`config.mk`:
```
export PLATFORM = sky130hd
export DESIGN_NAME = layer_output_collector_flat
export DESIGN_NICKNAME = d
export VERILOG_FILES = /design/src/rtl/layer_output_collector_if.sv /design/src/rtl/layer_output_collector.sv /design/src/flat_wrapper.sv
export SDC_FILE = /design/constraint.sdc
export NUM_CORES = 1
export LEC_CHECK = 0
export ABC_CLOCK_PERIOD_IN_PS = 1700
export CAP_MARGIN = 15
export CELL_PAD_IN_SITES_DETAIL_PLACEMENT = 1
export CELL_PAD_IN_SITES_GLOBAL_PLACEMENT = 1
export CORE_MARGIN = 2
export CORE_UTILIZATION = 27
export CTS_CLUSTER_SIZE = 8
export DETAILED_ROUTE_END_ITERATION = 10
export HOLD_SLACK_MARGIN = 0.03
export PLACE_DENSITY_LB_ADDON = 0.1
export SYNTH_ARGS = -nofsm -noshare
export SYNTH_HDL_FRONTEND = slang
export SYNTH_SLANG_ARGS = --single-unit
```
`constraint.sdc`:
```
create_clock -name clk -period 1.7 [get_ports clk]
set_input_delay 0.34 -clock clk [delete_from_list [all_inputs] [get_ports clk]]
set_output_delay 0.34 -clock clk [all_outputs]
set_load 0.05 [all_outputs]
```
`src/rtl/layer_output_collector_if.sv`:
```
// layer_output_collector_if: neuron lane inputs and frame valid/ready output bus.
// slave is the collector side; master is the neuron/downstream side.
interface layer_output_collector_if #(
   parameter int NUM_NEURONS = 5,
   parameter int DATA_WIDTH  = 23
);
   logic [NUM_NEURONS*DATA_WIDTH-1:0] in_data;
   logic [NUM_NEURONS-1:0]            in_valid;
   logic [NUM_NEURONS*DATA_WIDTH-1:0] frame_data;
   logic                              frame_valid;
   logic                              frame_ready;
   modport master (output in_data, in_valid, frame_ready, input frame_data, frame_valid);
   modport slave  (input in_data, in_valid, frame_ready, output frame_data, frame_valid);
endinterface

```
`src/rtl/layer_output_collector.sv`:
```
// layer_output_collector: gathers one result per neuron into a frame, hands it downstream, restarts neurons.
// Optional watchdog abandons incomplete frames when COLLECTOR_TIMEOUT_EN is defined.
module layer_output_collector #(
   parameter int NUM_NEURONS = 5,
   parameter int DATA_WIDTH  = 23,
   parameter int TIMEOUT     = 16
) (
   input  logic                             clk,
   input  logic                             rst,
   layer_output_collector_if.slave          bus,
   output logic                             neuron_rst,
   output logic                             busy,
   output logic                             timeout_err,
   output logic                             overrun
);
   localparam logic [1:0] COLLECT = 2'd0;
   localparam logic [1:0] PRESENT = 2'd1;
   localparam logic [1:0] RESTART = 2'd2;
   logic [1:0]                        state, state_nxt;
   logic [NUM_NEURONS-1:0]            mask, take, mask_nxt;
   logic [NUM_NEURONS*DATA_WIDTH-1:0] data_q;
   logic                              full, expire;
   assign take     = bus.in_valid & ~mask;
   assign mask_nxt = mask | take;
   assign full     = &mask_nxt;
`ifdef COLLECTOR_TIMEOUT_EN
   localparam int CW = $clog2(TIMEOUT + 1);
   logic [CW-1:0] cnt;
   // the counter only runs while a partial frame is pending
   assign expire = (state == COLLECT) && (mask != '0) && !full && (cnt == CW'(TIMEOUT - 1));
   always_ff @(posedge clk) begin
      cnt         <= (rst || state != COLLECT || mask == '0) ? '0 : cnt + 1'b1;
      timeout_err <= !rst && expire;
   end
`else
   assign expire      = 1'b0;
   assign timeout_err = 1'b0;
`endif
   always_comb begin
      state_nxt = COLLECT;
      if (state == COLLECT) state_nxt = full ? PRESENT : expire ? RESTART : COLLECT;
      else if (state == PRESENT) state_nxt = bus.frame_ready ? RESTART : PRESENT;
   end
   always_ff @(posedge clk) begin
      if (rst) begin
         state   <= COLLECT;
         mask    <= '0;
         data_q  <= '0;
         overrun <= 1'b0;
      end else begin
         state   <= state_nxt;
         mask    <= (state == RESTART) ? '0 : (state == COLLECT) ? mask_nxt : mask;
         overrun <= overrun | ((state == COLLECT) && |(bus.in_valid & mask))
                            | ((state == PRESENT) && |bus.in_valid);
         for (int i = 0; i < NUM_NEURONS; i++)
            if (state == COLLECT && take[i])
               data_q[i*DATA_WIDTH +: DATA_WIDTH] <= bus.in_data[i*DATA_WIDTH +: DATA_WIDTH];
      end
   end
   assign bus.frame_data  = data_q;
   assign bus.frame_valid = (state == PRESENT);
   assign neuron_rst      = (state == RESTART);
   assign busy            = ((state == COLLECT) && (mask != '0)) || (state == PRESENT);
endmodule

```
`src/flat_wrapper.sv`:
```
// flat-port wrapper written by rule: the top's interface ports become plain ports
module layer_output_collector_flat 
#(
   parameter int NUM_NEURONS = 5,
   parameter int DATA_WIDTH  = 23,
   parameter int TIMEOUT     = 16
)
  (clk, rst, neuron_rst, busy, timeout_err, overrun, bus_in_data, bus_in_valid, bus_frame_ready, bus_frame_data, bus_frame_valid);
  layer_output_collector_if #(.NUM_NEURONS(NUM_NEURONS), .DATA_WIDTH(DATA_WIDTH)) bus_i ();
  input  logic clk;
  input  logic rst;
  output logic neuron_rst;
  output logic busy;
  output logic timeout_err;
  output logic overrun;
  input wire logic [$bits(bus_i.in_data)-1:0] bus_in_data;
  input wire logic [$bits(bus_i.in_valid)-1:0] bus_in_valid;
  input wire logic [$bits(bus_i.frame_ready)-1:0] bus_frame_ready;
  output wire logic [$bits(bus_i.frame_data)-1:0] bus_frame_data;
  output wire logic [$bits(bus_i.frame_valid)-1:0] bus_frame_valid;
  assign bus_i.in_data = bus_in_data;
  assign bus_i.in_valid = bus_in_valid;
  assign bus_i.frame_ready = bus_frame_ready;
  assign bus_frame_data = bus_i.frame_data;
  assign bus_frame_valid = bus_i.frame_valid;
  layer_output_collector #(.NUM_NEURONS(NUM_NEURONS), .DATA_WIDTH(DATA_WIDTH), .TIMEOUT(TIMEOUT)) u_core (.clk(clk), .rst(rst), .bus(bus_i), .neuron_rst(neuron_rst), .busy(busy), .timeout_err(timeout_err), .overrun(overrun));
endmodule
```
# After elaboration in Yosys (flattened, before gate mapping)

Cells that the tools add are included.

Bitwise gates (word level): 6
Muxes and demuxes: 4
Reduce and logical (&&, ||, !) cells: 15
Equal/unequal tests: 2

Operators with widths:

| kind               | number |
|---|---|
| $and 5x5->5        | 2 |
| $reduce_or 5->1    | 2 |
| $logic_and 1x1->1  | 8 |
| $mux 2             | 3 |
| $not 5->5          | 1 |
| $or 5x5->5         | 1 |
| $reduce_and 5->1   | 1 |
| $reduce_bool 5->1  | 1 |
| $eq 2x1->1 const B | 1 |
| $eq 2x2->1 const B | 1 |
| $logic_not 2->1    | 1 |
| $or 1x1->1         | 2 |
| $reduce_or 2->1    | 1 |
| $logic_or 1x1->1   | 1 |
| $mux 1             | 1 |

Flip-flop bits (word level): 123
Word-level logic and storage cells: 35
Output and inout port bits: 120
Input port bits: 123

# Depth between registers and ports, before layout

Gate-level depths: netlist (run 1).

Word-level depth: 6
Gate-level depth with buffers: 5
Gate-level depth less buffers: 3

# Worst setup path after synthesis (run 1)

Ideal clock, no wire load.

Path type: reg-to-output
From: register u_core.state[0]
To: output busy
Slack: -0.125 ns
Buffers on the path: 1
Data required time: 1.360 ns
Arrival time: 1.485 ns
Cell stages (with the launch flop): 4
Cell sequence: dfxtp_1 -> buf_2 -> nor2_1 -> a21oi_1

Longest elaborated chain between the ends: 3
Elaborated cells on any way between the ends: 4
Those cells by class: 1 x eq/ne; 3 x reduce/logical

RTL lines:

| what                     | RTL line                     | source |
|---|---|---|
| start: declaration       | layer_output_collector.sv:19 | `logic [1:0] state, state_nxt;` |
| start signal: assignment | layer_output_collector.sv:51 | `state <= state_nxt;` |
| $logic_not 2->1          | layer_output_collector.sv:63 | `assign busy = ((state == COLLECT) && (mask != '0)) \|\| (state == PRESENT);` |
| $logic_and 1x1->1        | layer_output_collector.sv:63 |  |
| $logic_or 1x1->1 (*)     | layer_output_collector.sv:63 |  |
| end: declaration         | flat_wrapper.sv:13           | `output logic busy;` |

Every way passes the cells marked *; elsewhere a longest branch is shown, timed or not.

# Worst setup path in the final report (run 1)

From: register u_core.mask[0]
To: output busy

Longest elaborated chain between the ends: 3

RTL lines:

| what                     | RTL line                     | source |
|---|---|---|
| start: declaration       | layer_output_collector.sv:20 | `logic [NUM_NEURONS-1:0] mask, take, mask_nxt;` |
| start signal: assignment | layer_output_collector.sv:52 | `mask <= (state == RESTART) ? '0 : (state == COLLECT) ? mask_nxt : mask;` |
| $reduce_bool 5->1        | layer_output_collector.sv:63 |  |
| $logic_and 1x1->1        | layer_output_collector.sv:63 |  |
| $logic_or 1x1->1         | layer_output_collector.sv:63 |  |

Every way passes these cells.

==> results.json, run 1 <==
{
  "status": "finished clean",
  "worst_clock_skew_ns": 0.00765,
  "path_buf_inv": 1,
  "synth_seq_cells": 123,
  "postCtsHoldBufs": 0,
  "antennaDiodeCount": 0,
  "layout.nets": 926,
  "yosysTopAreaCellShare": 0.540,
  "pre_cts_ws_ns": -0.124,
  "cts.sinks": 123,
  "coreArea_mm2": 0.0165,
  "power_density_mw_per_mm2": 1170,
  "cts_htree_levels": 4,
  "crit_path_max_fanout": 3,
  "rows": 47,
  "crit_type": "reg2out",
  "max_freq_mhz": 608,
  "tritoncts": "yes",
  "yosysWarningCount": 0,
  "drt-total-wl_um": 15600,
  "max_stage_delay_ns": 0.35,
  "drt_iter0_drc": 95,
  "synth.distinct_cells": 24,
  "drt_pass1_iterations": 4,
  "worstSkewPairLatency_ns": 0.41,
  "rsz0062_at_grt": "true",
  "timing.final.hold_violations": 0,
  "hold_ws_ns": 0.365,
  "portBuffers": 241,
  "grt_antenna_before_repair": 0,
  "via_count": 4658,
  "initial_utilization": 0.276,
  "reg2reg_from": "u_core.mask[2]",
  "grt_overflow_total": 0,
  "synth_edf_count": 0,
  "maxCapViolCount": 0,
  "synth_nets": 677,
  "area_growth_pct": 68.3,
  "gp_congestion": 0.786,
  "fin_crit_ns": 1.65,
  "grt_max_degree": 56,
  "die_h_um": 134,
  "async_flop_share": 0,
  "critPathCaptureType": "output port",
  "required_ns": 1.36,
  "ys_top_cells_by_count": "nand2_1 (231), dfxtp_1 (123), a21oi_1 (122)",
  "cts_made_buffers": 17,
  "fp.dieArea_mm2": 0.0180,
  "post-dp-hpwl_um": 11400,
  "p_leak_nw": 3.19,
  "holdCritStartpoint": "rst",
  "design_area_mm2": 0.00768,
  "vdd.ir_drop.worst_uv": 723,
  "drive_above_1_share": 0.237,
  "path_cells": "nor4_4 -> a21oi_2 -> buf_12",
  "min_path_type": "in2reg",
  "vias_per_cell": 4.50,
  "grt_usage": 0.174,
  "grt_pass1_wl_um": 24700,
  "postRouteAntennaNets": 0,
  "finalSetupTns_ns": 0,
  "synth.most_common_cell": "nand2_1",
  "synth.cell_area_mm2": 0.00456,
  "cts.clk_slew.worst_paths_ns": 0.05,
  "crit_family": "flip-flops",
  "setup_slack_ns": 0.0540,
  "synthFlopType": "dfxtp_1",
  "syn_avg_cell_area_um2": 8.23,
  "synth_top_cell_by_area": "dfxtp_1",
  "avgRoutedWirePerCell_um": 15.0,
  "fp.dieW_um": 134,
  "placed_area_mm2": 0.00697,
  "cts_root_buffer": "clkbuf_16",
  "arrival_ns": 1.31,
  "postSynthCellCount": 554,
  "cts_buffer_depth": 2,
  "crit_start": "u_core.mask[0]",
  "ys_seq_area_frac": 0.540,
  "slew_violations": 0,
  "setup_violations": 0,
  "grt_pass1_vias": 4882,
  "period_share": 0.968,
  "netlist_top_cells_area": "dfxtp_1 (54%), nand2_1 (19%), a21oi_1 (13%), buf_6 (4.7%), nor4b_4 (2.1%)",
  "cp-start-kind": "flop",
  "num_io_pins": 243,
  "drc": 0,
  "critPathSlowestCell": "dfxtp_4"
}
## per-layer routing
| metal | part of all wire | track usage |
|---|---|---|
| met2 | 0.50 | 0.302 |
| met1 | 0.40 | 0.193 |
| met3 | 0.077 | 0.0605 |
| met5 | 0 | 0 |
| met4 | 0.022 | 0.0715 |
## metrics by stage
stage                     std cells   util  total power [mW]
final                          1036  0.465              8.99
after global routing           1036  0.465              9.37
after CTS                      1034  0.463              9.14
after detailed placement        999  0.422              5.21
after global placement          999  0.422              5.16
after floorplan                 554      -              4.43
## cells by family (layout without fill, tap and decap cells)
family          Yosys count  after routing  share of synthesized area
compound gates          128            128                      0.145
other cells               1              1                   0.000822
buf+inv                  43            305                     0.0697
flops                   123            123                      0.540
simple gates            259            259                      0.245
## report_power, final
group	internal [mW]	leakage, nW	total [mW]	switching [mW]
sequential	3.09	1.01	3.21	0.120
clock	2.58	0.310	3.84	1.26
combinational	0.754	1.87	1.95	1.19
total	6.42	3.19	8.99	2.57
## worst reg2reg max path: stages (launching register included)
cell and delay (ns):
dfxtp_4 0.35, buf_4 0.15, or4b_1 0.51, buf_4 0.23, nand2_1 0.09, a21oi_1 0.07
## flip-flops by register name (all words and copies together), names as in the netlist
register / cells
u_core.mask: 5
u_core.state: 2
u_core.overrun: 1
u_core.bus.frame_data: 115
## layout make-up
cell class / instances / area [um2]
tap: 220 / 275
inverter: 2 / 7.51
clock inverter: 5 / 103
fill: 1952 / 8850
sequential: 123 / 2480
timing repair buffer: 271 / 2460
multi-input combinational: 388 / 1820
clock buffer: 27 / 533
## path summary, 6_finish.rpt
path | endpoint | slack, ns | depth (start not counted)
setup / recovery | busy | 0.05 | 3
hold / removal | u_core.bus.frame_data[84] | 0.36 | 2
setup reg to reg | u_core.bus.frame_data[52] | 0.15 | 5
hold reg to reg | u_core.bus.frame_data[10] | 0.45 | 2
## placed cells by master (no fill, tap or decap), types with 2 or more instances in the layout
cell type	instances
a21oi_1	121
buf_12	10
buf_4	140
bufinv_16	3
clkbuf_1	3
clkbuf_16	17
clkbuf_8	7
clkdlybuf4s50_1	121
dfxtp_1	118
dfxtp_2	2
dfxtp_4	3
inv_1	2
nand2_1	231
nor2_1	9
nor3_1	2
nor4b_4	5
o22ai_1	2
or4b_1	6
## what timing repair did
action	CTS	global route
buffers inserted	4	2
pin swaps	2	2
hold endpoints to repair	0	0
gates resized for setup	10	1
setup endpoints to repair	3	1
(Power assumes the default switching activity.)
==> run 2: changes to the inputs <==
--- a/config.mk
+++ b/config.mk
@@ -9,12 +9,12 @@
 export CAP_MARGIN = 15
 export CELL_PAD_IN_SITES_DETAIL_PLACEMENT = 1
 export CELL_PAD_IN_SITES_GLOBAL_PLACEMENT = 1
-export CORE_MARGIN = 2
 export CORE_UTILIZATION = 27
 export CTS_CLUSTER_SIZE = 8
 export DETAILED_ROUTE_END_ITERATION = 10
 export HOLD_SLACK_MARGIN = 0.03
-export PLACE_DENSITY_LB_ADDON = 0.1
+export PLACE_DENSITY = 0.81
+export SETUP_SLACK_MARGIN = 0.3
 export SYNTH_ARGS = -nofsm -noshare
 export SYNTH_HDL_FRONTEND = slang
 export SYNTH_SLANG_ARGS = --single-unit
==> results.json, run 2 (synthesis gave the netlist of run 1 again) <==
{
  "crit_start": "u_core.state[1]",
  "area_growth_pct": 118,
  "reg2reg_to": "u_core.bus.frame_data[37]",
  "largest_reg_flops": 115,
  "setup_slack_ns": -0.0551,
  "critPathSlowestCell": "or4b_4",
  "coreArea_mm2": 0.0165,
  "drt-total-wl_um": 21600,
  "crit_end": "u_core.bus.frame_data[37]",
  "power_mw": 9.68,
  "reg2reg_from": "u_core.state[1]",
  "crit_top_cell": "buf_12",
  "worst_pin_slew_ns": 0.674,
  "timing.final.hold_violations": 0,
  "postRouteAntennaNets": 0,
  "drc": 0,
  "grt_overflow_total": 0,
  "cts_htree_levels": 4,
  "final_util": 0.601,
  "grt_pass1_wl_um": 31100,
  "postCtsHoldBufs": 0,
  "max_stage_delay_ns": 0.58,
  "r2r_cells": 7,
  "design_area_mm2": 0.00992,
  "min_path_type": "in2reg",
  "worstSkewPairLatency_ns": 0.41,
  "numPlacedInstances": 1001,
  "die_h_um": 132,
  "maxCapViolCount": 0,
  "fp.dieArea_mm2": 0.0174,
  "grt_usage": 0.232,
  "status": "complete, but fails checks",
  "vdd.ir_drop.worst_uv": 788,
  "rows": 47,
  "grt_max_degree": 47,
  "final_cells": 1099,
  "placed_area_mm2": 0.00698,
  "required_ns": 1.97,
  "power_density_mw_per_mm2": 975,
  "r2r_slack_ns": -0.06,
  "fin_crit_ns": 1.76,
  "worst_clock_skew_ns": 0.0118,
  "cts_root_buffer": "clkbuf_16",
  "drt_pass1_iterations": 4,
  "cts_buffer_depth": 2,
  "crit_path_max_fanout": 6,
  "via_count": 5189,
  "min_path_cells": 3,
  "num_io_pins": 243,
  "path_cells": "buf_6 -> buf_12 -> or4b_4 -> buf_12 -> buf_16 -> nand2_2 -> a21oi_1",
  "slew_violations": 0,
  "violations": "setup timing",
  "drive_above_1_share": 0.554,
  "gp_congestion": 0.741,
  "pre_cts_ws_ns": -0.172,
  "rsz0062_at_grt": "true",
  "grt_antenna_before_repair": 0,
  "fp.dieW_um": 132,
  "critPathCaptureType": "flop",
  "max_freq_mhz": 570,
  "initial_utilization": 0.276,
  "grt_pass1_vias": 5767,
  "antennaDiodeCount": 0,
  "crit_type": "reg2reg",
  "final_cell_mix": "clkdlybuf4s50_1 (121), buf_4 (119), dfxtp_1 (113)",
  "setup_violations": 28,
  "arrival_ns": 2.03,
  "drt_iter0_drc": 131,
  "period_share": 1.03,
  "cts.clk_slew.worst_paths_ns": 0.06,
  "avgRoutedWirePerCell_um": 19.6,
  "max_slew_margin": 0.550,
  "layout.nets": 990,
  "cts.sinks": 123,
  "cts_made_buffers": 17,
  "post-dp-hpwl_um": 10500,
  "cp-start-kind": "flop",
  "tritoncts": "yes",
  "p_leak_nw": 4.28,
  "layout_commonest_cell": "clkdlybuf4s50_1",
  "portBuffers": 241,
  "vias_per_cell": 4.72
}
[run 2: changes by cell type in the layout (fill, tap and decap cells not counted), moves of 6 or more]
cell,change
a21oi_1,-70
a21oi_2,+69
buf_12,+12
buf_16,+17
buf_4,-21
buf_6,+51
clkinvlp_4,+6
nand2_1,-146
nand2_2,+58
nand2_4,+88
[run 2: through the flow]
step           TNS [ns]  hold slack (ns)
2_1_floorplan         0            0.476
3_3_place_gp      -8.45            0.442
3_5_place_dp     -11.91            0.447
4_1_cts          -0.363            0.298
5_1_grt           -2.55            0.330
6_report         -0.348            0.318
[run 2: per-layer routing]
layer	vias up	share of wire	GRT usage
li1	2450	-	-
met1	2517	0.37	0.241
met2	192	0.55	0.436
met3	30	0.062	0.0715
met4	0	0.022	0.0807
met5	-	0	0
[run 2: worst min path at each step]
stage	startpoint	endpoint
after detailed placement	u_core.bus.frame_data[16]	u_core.bus.frame_data[16]
after CTS	rst	u_core.overrun
final	rst	u_core.state[1]
after floorplan	bus_in_data[100]	u_core.bus.frame_data[100]
after global placement	u_core.bus.frame_data[5]	u_core.bus.frame_data[5]
after global routing	rst	u_core.state[1]
[run 2: power by group]
| part | internal [mW] | switching [mW] |
|---|---|---|
| combinational | 1.34 | 1.62 |
| sequential | 3.09 | 0.189 |
| clock | 2.06 | 1.38 |
[run 2: worst max-delay path: cells and delay by family (launching register included)]
family / cells / cell delay (ns)
simple gates: 2 / 0.65
buf+inv: 4 / 0.54
flops: 1 / 0.34
compound gates: 1 / 0.07
[run 2: repair_timing]
| item | CTS | global route |
|---|---|---|
| setup endpoints to repair | 125 | 135 |
| gates resized for setup | 297 | 126 |
| setup buffers | 33 | 13 |
| pin swaps | 124 | 63 |
| cloned | 20 | 1 |
[run 2: final cells by class]
class | count | area [um2]
flip-flops and latches | 123 | 2490
inverters | 2 | 11.3
repair buffers | 335 | 3670
clock inverters | 12 | 100
fillers | 1754 | 6600
well taps | 220 | 275
multi-input cells | 388 | 2930
clock buffers | 19 | 453
